`src/rtl/i2s_rx.sv`:
```
// I2S receive deserializer: oversamples SCLK/LRCK/SDATA on the core clock,
// locks to the L/R frame and presents stereo pairs on a valid/ready port.
module i2s_rx #(
  parameter int WIDTH     = 16,
  parameter int SLOT_BITS = 32
) (
  input  logic             clock,
  input  logic             reset,
  input  logic             i2s_sclk,
  input  logic             i2s_lrck,
  input  logic             i2s_sdata,
  output logic [WIDTH-1:0] out_left,
  output logic [WIDTH-1:0] out_right,
  output logic             out_valid,
  input  logic             out_ready,
  output logic             frame_err,
  output logic             overrun,
  output logic             locked
);

  typedef enum logic [1:0] {
    HUNT  = 2'd0,
    LEFT  = 2'd1,
    RIGHT = 2'd2
  } state_t;

  localparam logic [5:0] WIDTH_C  = 6'(WIDTH);
  localparam logic [5:0] SLOT_END = 6'(SLOT_BITS - 1);
  localparam logic [5:0] CNT_MAX  = 6'd63;

  state_t state_q, state_d;

  logic sclk_m_q, sclk_m_d, sclk_s_q, sclk_s_d, sclk_d_q, sclk_d_d;
  logic lrck_m_q, lrck_m_d, lrck_s_q, lrck_s_d;
  logic sdat_m_q, sdat_m_d, sdat_s_q, sdat_s_d;
  logic lrck_last_q, lrck_last_d;
  logic [5:0] bit_cnt_q, bit_cnt_d;
  logic [WIDTH-1:0] shreg_q, shreg_d;
  logic done_q, done_d;
  logic [WIDTH-1:0] left_hold_q, left_hold_d;
  logic [WIDTH-1:0] out_left_q, out_left_d;
  logic [WIDTH-1:0] out_right_q, out_right_d;
  logic out_valid_q, out_valid_d;
  logic frame_err_q, frame_err_d;
  logic overrun_q, overrun_d;

  logic rise, chg, slot_ok, pair_done, left_done, err;
  logic [5:0] cnt_inc;

  assign rise    = sclk_s_q & ~sclk_d_q;
  assign chg     = rise & (lrck_s_q != lrck_last_q);
  assign slot_ok = (bit_cnt_q == SLOT_END);
  assign cnt_inc = (bit_cnt_q == CNT_MAX) ? CNT_MAX : bit_cnt_q + 6'd1;

  // synchronizers, bit counter and shift register
  always_comb begin
    sclk_m_d    = i2s_sclk;
    sclk_s_d    = sclk_m_q;
    sclk_d_d    = sclk_s_q;
    lrck_m_d    = i2s_lrck;
    lrck_s_d    = lrck_m_q;
    sdat_m_d    = i2s_sdata;
    sdat_s_d    = sdat_m_q;
    lrck_last_d = lrck_last_q;
    bit_cnt_d   = bit_cnt_q;
    shreg_d     = shreg_q;
    done_d      = 1'b0;
    if (rise) begin
      lrck_last_d = lrck_s_q;
      if (chg) begin
        bit_cnt_d = 6'd0;
      end else begin
        bit_cnt_d = cnt_inc;
        if (cnt_inc >= 6'd1 && cnt_inc <= WIDTH_C)
          shreg_d = WIDTH'({shreg_q, sdat_s_q});
        done_d = (cnt_inc == WIDTH_C);
      end
    end
  end

  // frame state: next-state logic
  always_comb begin
    state_d = state_q;
    unique case (state_q)
      HUNT:    if (chg && !lrck_s_q) state_d = LEFT;
      LEFT:    if (chg) state_d = slot_ok ? RIGHT : HUNT;
      RIGHT:   if (chg) state_d = slot_ok ? LEFT : HUNT;
      default: state_d = HUNT;
    endcase
  end

  // frame state: decoded outputs
  always_comb begin
    locked    = (state_q != HUNT);
    err       = chg & (state_q != HUNT) & ~slot_ok;
    left_done = done_q & (state_q == LEFT);
    pair_done = done_q & (state_q == RIGHT);
  end

  // left capture and output holding register with overrun detection
  always_comb begin
    left_hold_d = left_hold_q;
    out_left_d  = out_left_q;
    out_right_d = out_right_q;
    out_valid_d = out_valid_q;
    overrun_d   = 1'b0;
    frame_err_d = err;
    if (left_done)
      left_hold_d = shreg_q;
    if (pair_done) begin
      if (!out_valid_q || out_ready) begin
        out_left_d  = left_hold_q;
        out_right_d = shreg_q;
        out_valid_d = 1'b1;
      end else begin
        overrun_d = 1'b1;
      end
    end else if (out_valid_q && out_ready) begin
      out_valid_d = 1'b0;
    end
  end

  // state registers
  always_ff @(posedge clock) begin
    if (reset) begin
      state_q     <= HUNT;
      sclk_m_q    <= 1'b0;
      sclk_s_q    <= 1'b0;
      sclk_d_q    <= 1'b0;
      lrck_m_q    <= 1'b0;
      lrck_s_q    <= 1'b0;
      sdat_m_q    <= 1'b0;
      sdat_s_q    <= 1'b0;
      lrck_last_q <= 1'b0;
      bit_cnt_q   <= 6'd0;
      shreg_q     <= '0;
      done_q      <= 1'b0;
      left_hold_q <= '0;
      out_left_q  <= '0;
      out_right_q <= '0;
      out_valid_q <= 1'b0;
      frame_err_q <= 1'b0;
      overrun_q   <= 1'b0;
    end else begin
      state_q     <= state_d;
      sclk_m_q    <= sclk_m_d;
      sclk_s_q    <= sclk_s_d;
      sclk_d_q    <= sclk_d_d;
      lrck_m_q    <= lrck_m_d;
      lrck_s_q    <= lrck_s_d;
      sdat_m_q    <= sdat_m_d;
      sdat_s_q    <= sdat_s_d;
      lrck_last_q <= lrck_last_d;
      bit_cnt_q   <= bit_cnt_d;
      shreg_q     <= shreg_d;
      done_q      <= done_d;
      left_hold_q <= left_hold_d;
      out_left_q  <= out_left_d;
      out_right_q <= out_right_d;
      out_valid_q <= out_valid_d;
      frame_err_q <= frame_err_d;
      overrun_q   <= overrun_d;
    end
  end

  assign out_left  = out_left_q;
  assign out_right = out_right_q;
  assign out_valid = out_valid_q;
  assign frame_err = frame_err_q;
  assign overrun   = overrun_q;

endmodule

```
`config.mk`:
```
export PLATFORM = sky130hd
export DESIGN_NAME = i2s_rx
export DESIGN_NICKNAME = d
export VERILOG_FILES = /design/src/rtl/i2s_rx.sv
export SDC_FILE = /design/constraint.sdc
export NUM_CORES = 1
export LEC_CHECK = 0
export ABC_AREA = 1
export CELL_PAD_IN_SITES_DETAIL_PLACEMENT = 1
export CELL_PAD_IN_SITES_GLOBAL_PLACEMENT = 2
export CORE_ASPECT_RATIO = 0.7
export CORE_MARGIN = 3
export CORE_UTILIZATION = 31
export DETAILED_ROUTE_END_ITERATION = 8
export MAX_ROUTING_LAYER = met4
export PLACE_DENSITY_LB_ADDON = 0.2
export SYNTH_ARGS = -nofsm -noshare
export SYNTH_HDL_FRONTEND = slang
export SYNTH_SLANG_ARGS = --single-unit
```
`constraint.sdc`:
```
create_clock -name clock -period 2.15 [get_ports clock]
set_input_delay 0.215 -clock clock [delete_from_list [all_inputs] [get_ports clock]]
set_output_delay 0.215 -clock clock [all_outputs]
set_load 0.1 [all_outputs]
```
==> metrics.md <==
| Metric | Value |
|---|---|
| Hold path startpoint | i2s_lrck |
| Worst slew margin | 0.5972 |
| P per Cell Area | 798.1 nW/um^2 |
| Skew final | 0.01473 ns |
| Synth Instances | 427 |
| Final setup fails | 0 |
| R2r startpoint | bit_cnt_q[0] |
| CP Max Fanout | 16 |
| Crit-path cells | ha_1 > nand2_2 > inv_2 > nor2_1 > nor2_1 > nand3_2 > nand2_2 > nand3_4 > nor2_1 > nor2_1 |
| Slowest stage delay, CP | 0.42 ns |
| WP data required | 2.38 ns |
| GR Overflow Total | 0 |
| Global-route wire length before repair | 13700 microns |
| Measured slew at the worst slew-check pin | 0.6027 ns |
| Post-route ant nets | 0 |
| Worst Hold Depth | 3 |
| Die height | 91.35 microns |
| Syn nets | 434 |
| Leak | 0.001822 uW |
| R2R Path End | shreg_q[1] |
| Non-filler cells, final | 602 |
| Slew Limit Fails | 0 |
| Fillers | 1233 |
| Slowest CP cell | dfxtp_2 |
| H-tree depth | 3 |
| Fmax | 548.0 MHz |
| Element type at the critical path start | flop |
| Port Buf Inserts | 41 |
| Crit end category | flop |
| Ys Warns | 0 |
| DRC Markers | 0 |
| Vias/cell | 4.600 |
| DP HPWL | 5685 microns |
| CTS Sinks | 84 |
| Distinct cells, synth | 27 |
| Die area | 11680 sq um |
| Initial antenna violation count | 0 |
| Synth top area share | 0.5213 |
| TritonRoute pass-1 iters | 4 |
| Max_cap viols | 0 |
| Vias | 2769 |
| Nets | 476 |
| Share of post-route cells with drive strength above 1 | 0.1688 |
| Top Ports | 42 |
| Final worst path period share | 0.8488 |
| Die Width | 127.9 microns |
| Clock latency on the worst-skew pair | 0.34 ns |
| CP most frequent cell | nor2_1 |
| CP top delay family | simple AND/OR/NAND/NOR gates |
| CTS tree | built |
| Largest net degree at the start of global routing | 35 |
| Crit path kind | flop to flop |
| Seq/Total Area, Yosys | 0.5213 |
| Fin. Hold Viols | 0 |
| Post-synthesis area per instance | 7.554 sq um |
| Clock Path Buffers | 2 |
| Vias in the first global route | 2731 |
| Max IR drop VDD | 0.4558 mV |
| Min cycle time layout | 1.825 ns |
| Clk pin slew, worst setup/hold paths | 0.06 ns |
| Routed wire length | 8176 microns |
| Outcome | finished clean |
| Critical Path AT | 2.05 ns |
| DR iter-0 viols | 154 |
| TNS Setup | 0 ns |
| Cts bufs inserted | 9 |
| Core box area | 9910 sq um |
| Syn-to-layout area delta | 23.70% |
| Worst Hold Class | input pin to flop |
| R2R setup slack | 0.33 ns |
| Post-placement cell count | 585 |
| Yosys reg bits | 84 |
| All-Layer GR Usage | 0.1523 |
| Area leader, netlist | dfxtp_1 |
| RD Place Congestion | 0.7937 |
| N_diodes | 0 |
| RSZ-0062 raised after global routing | false |
| Initial core utilization | 0.3255 |
| Fraction of registers with async set/reset | 0 |
| Wire per inst | 13.58 microns |
| Worst Path Buf+Inv | 1 |
| Top_reg_cell synth | dfxtp_1 |
| Number of synthesized flops with an enable pin | 0 |
| Root Driver | clkbuf_16 |
| Post-Syn Area | 3226 sq um |
| Row count | 30 |
| Hold Path End | lrck_m_q |
| Largest cells by area after synthesis | dfxtp_1 52%, nor2_1 10%, nand2_1 8.5%, a21oi_1 6.1%, o21ai_0 5.9% |
| Final Core Density | 0.4027 |
| Worst r2r path cells | 10 |
-- state kept, by name, indices dropped and copies added (netlist names) --
signal,flops
bit_cnt_q,6
done_q,1
frame_err,1
left_hold_q,16
lrck_last_q,1
lrck_m_q,1
lrck_s_q,1
out_left,16
out_right,16
out_valid,1
overrun,1
sclk_d_d,1
sclk_d_q,1
sclk_m_q,1
sdat_m_q,1
sdat_s_q,1
shreg_q,16
state_q,2
-- worst max-delay path by stage --
stage | cells past startpoint | to | start | slack (ns)
finish | 10 | shreg_q[1] | bit_cnt_q[0] | 0.33
global route | 10 | shreg_q[0] | bit_cnt_q[0] | 0.08
CTS | 10 | shreg_q[6] | bit_cnt_q[0] | 0.10
detailed placement | 10 | shreg_q[6] | bit_cnt_q[0] | 0.12
global placement | 10 | shreg_q[13] | bit_cnt_q[0] | 0.23
floorplan | 7 | out_left[10] | out_valid | 0.29
-- power breakdown --
group / switching [uW] / internal [uW]
sequential: 19.0 / 1580
clock: 607 / 841
combinational: 91.4 / 44.9
-- per-layer routing --
| layer | part of all wire | track usage |
|---|---|---|
| met1 | 0.56 | 0.2213 |
| met2 | 0.40 | 0.1995 |
| met3 | 0.036 | 0.05173 |
| met4 | 0.0086 | 0.03975 |
| met5 | 0 | - |
-- synth_stat cells, types with 2 or more instances --
cell type,n
a21oi_1,39
buf_2,6
buf_6,3
clkbuf_1,13
dfxtp_1,84
inv_1,39
inv_2,2
nand2_1,73
nand2_2,4
nand3_1,19
nand3_2,4
nand4_1,2
nor2_1,87
nor2_2,2
o21ai_0,38
-- layout make-up --
class / count / area, sq um / share of cell area
clock buffers: 12 / 256.5 / 0.06428
clock inverters: 4 / 23.77 / 0.005958
inverters: 41 / 153.9 / 0.03857
multi-input cells: 280 / 1290 / 0.3233
flip-flops and latches: 84 / 1683 / 0.4218
well taps: 128 / 160.2 / 0.04014
repair buffers: 53 / 422.9 / 0.1060
-- placed cells by master (no fill, tap or decap), drive strengths merged --
| cell type | n |
|---|---|
| a21oi | 40 |
| a22oi | 1 |
| buf | 48 |
| clkbuf | 12 |
| clkdlybuf4s50 | 5 |
| clkinv | 4 |
| dfxtp | 84 |
| ha | 1 |
| inv | 41 |
| nand2 | 77 |
| nand3 | 25 |
| nand4 | 2 |
| nor2 | 89 |
| nor3 | 1 |
| nor3b | 1 |
| nor4 | 1 |
| o21ai | 38 |
| o31ai | 1 |
| o32ai | 1 |
| xnor2 | 1 |
| xor2 | 1 |
-- worst min-delay path, stage by stage --
cell and delay (ns):
clkdlybuf4s50_1 0.39, inv_1 0.05, nor2_1 0.03
-- logic make-up after synthesis --
group,Yosys count,share of synthesized area
fa+ha+maj,1,0.003878
buf+inv,64,0.08495
flops,84,0.5213
compound gates,81,0.1296
xor+xnor,2,0.005432
simple gates,195,0.2548
-- metrics by stage --
step | area [sq um] | setup WS (ns) | power (uW) | hold slack, ns
after floorplan | 3226 | 0.2863 | 1725 | 0.3220
after global placement | 3691 | 0.2289 | 1765 | 0.3903
after detailed placement | 3691 | 0.1150 | 1769 | 0.3984
after CTS | 3971 | 0.1018 | 3226 | 0.3749
after global routing | 3990 | 0.07527 | 3324 | 0.3932
final | 3990 | 0.3251 | 3185 | 0.3876
-- what timing repair did --
action,CTS,global route
endpoints found under the setup margin,0,16
buffers inserted,0,0
hold buffers,0,0
gates resized for setup,0,2
No activity file was read; power rests on OpenSTA's default activity.
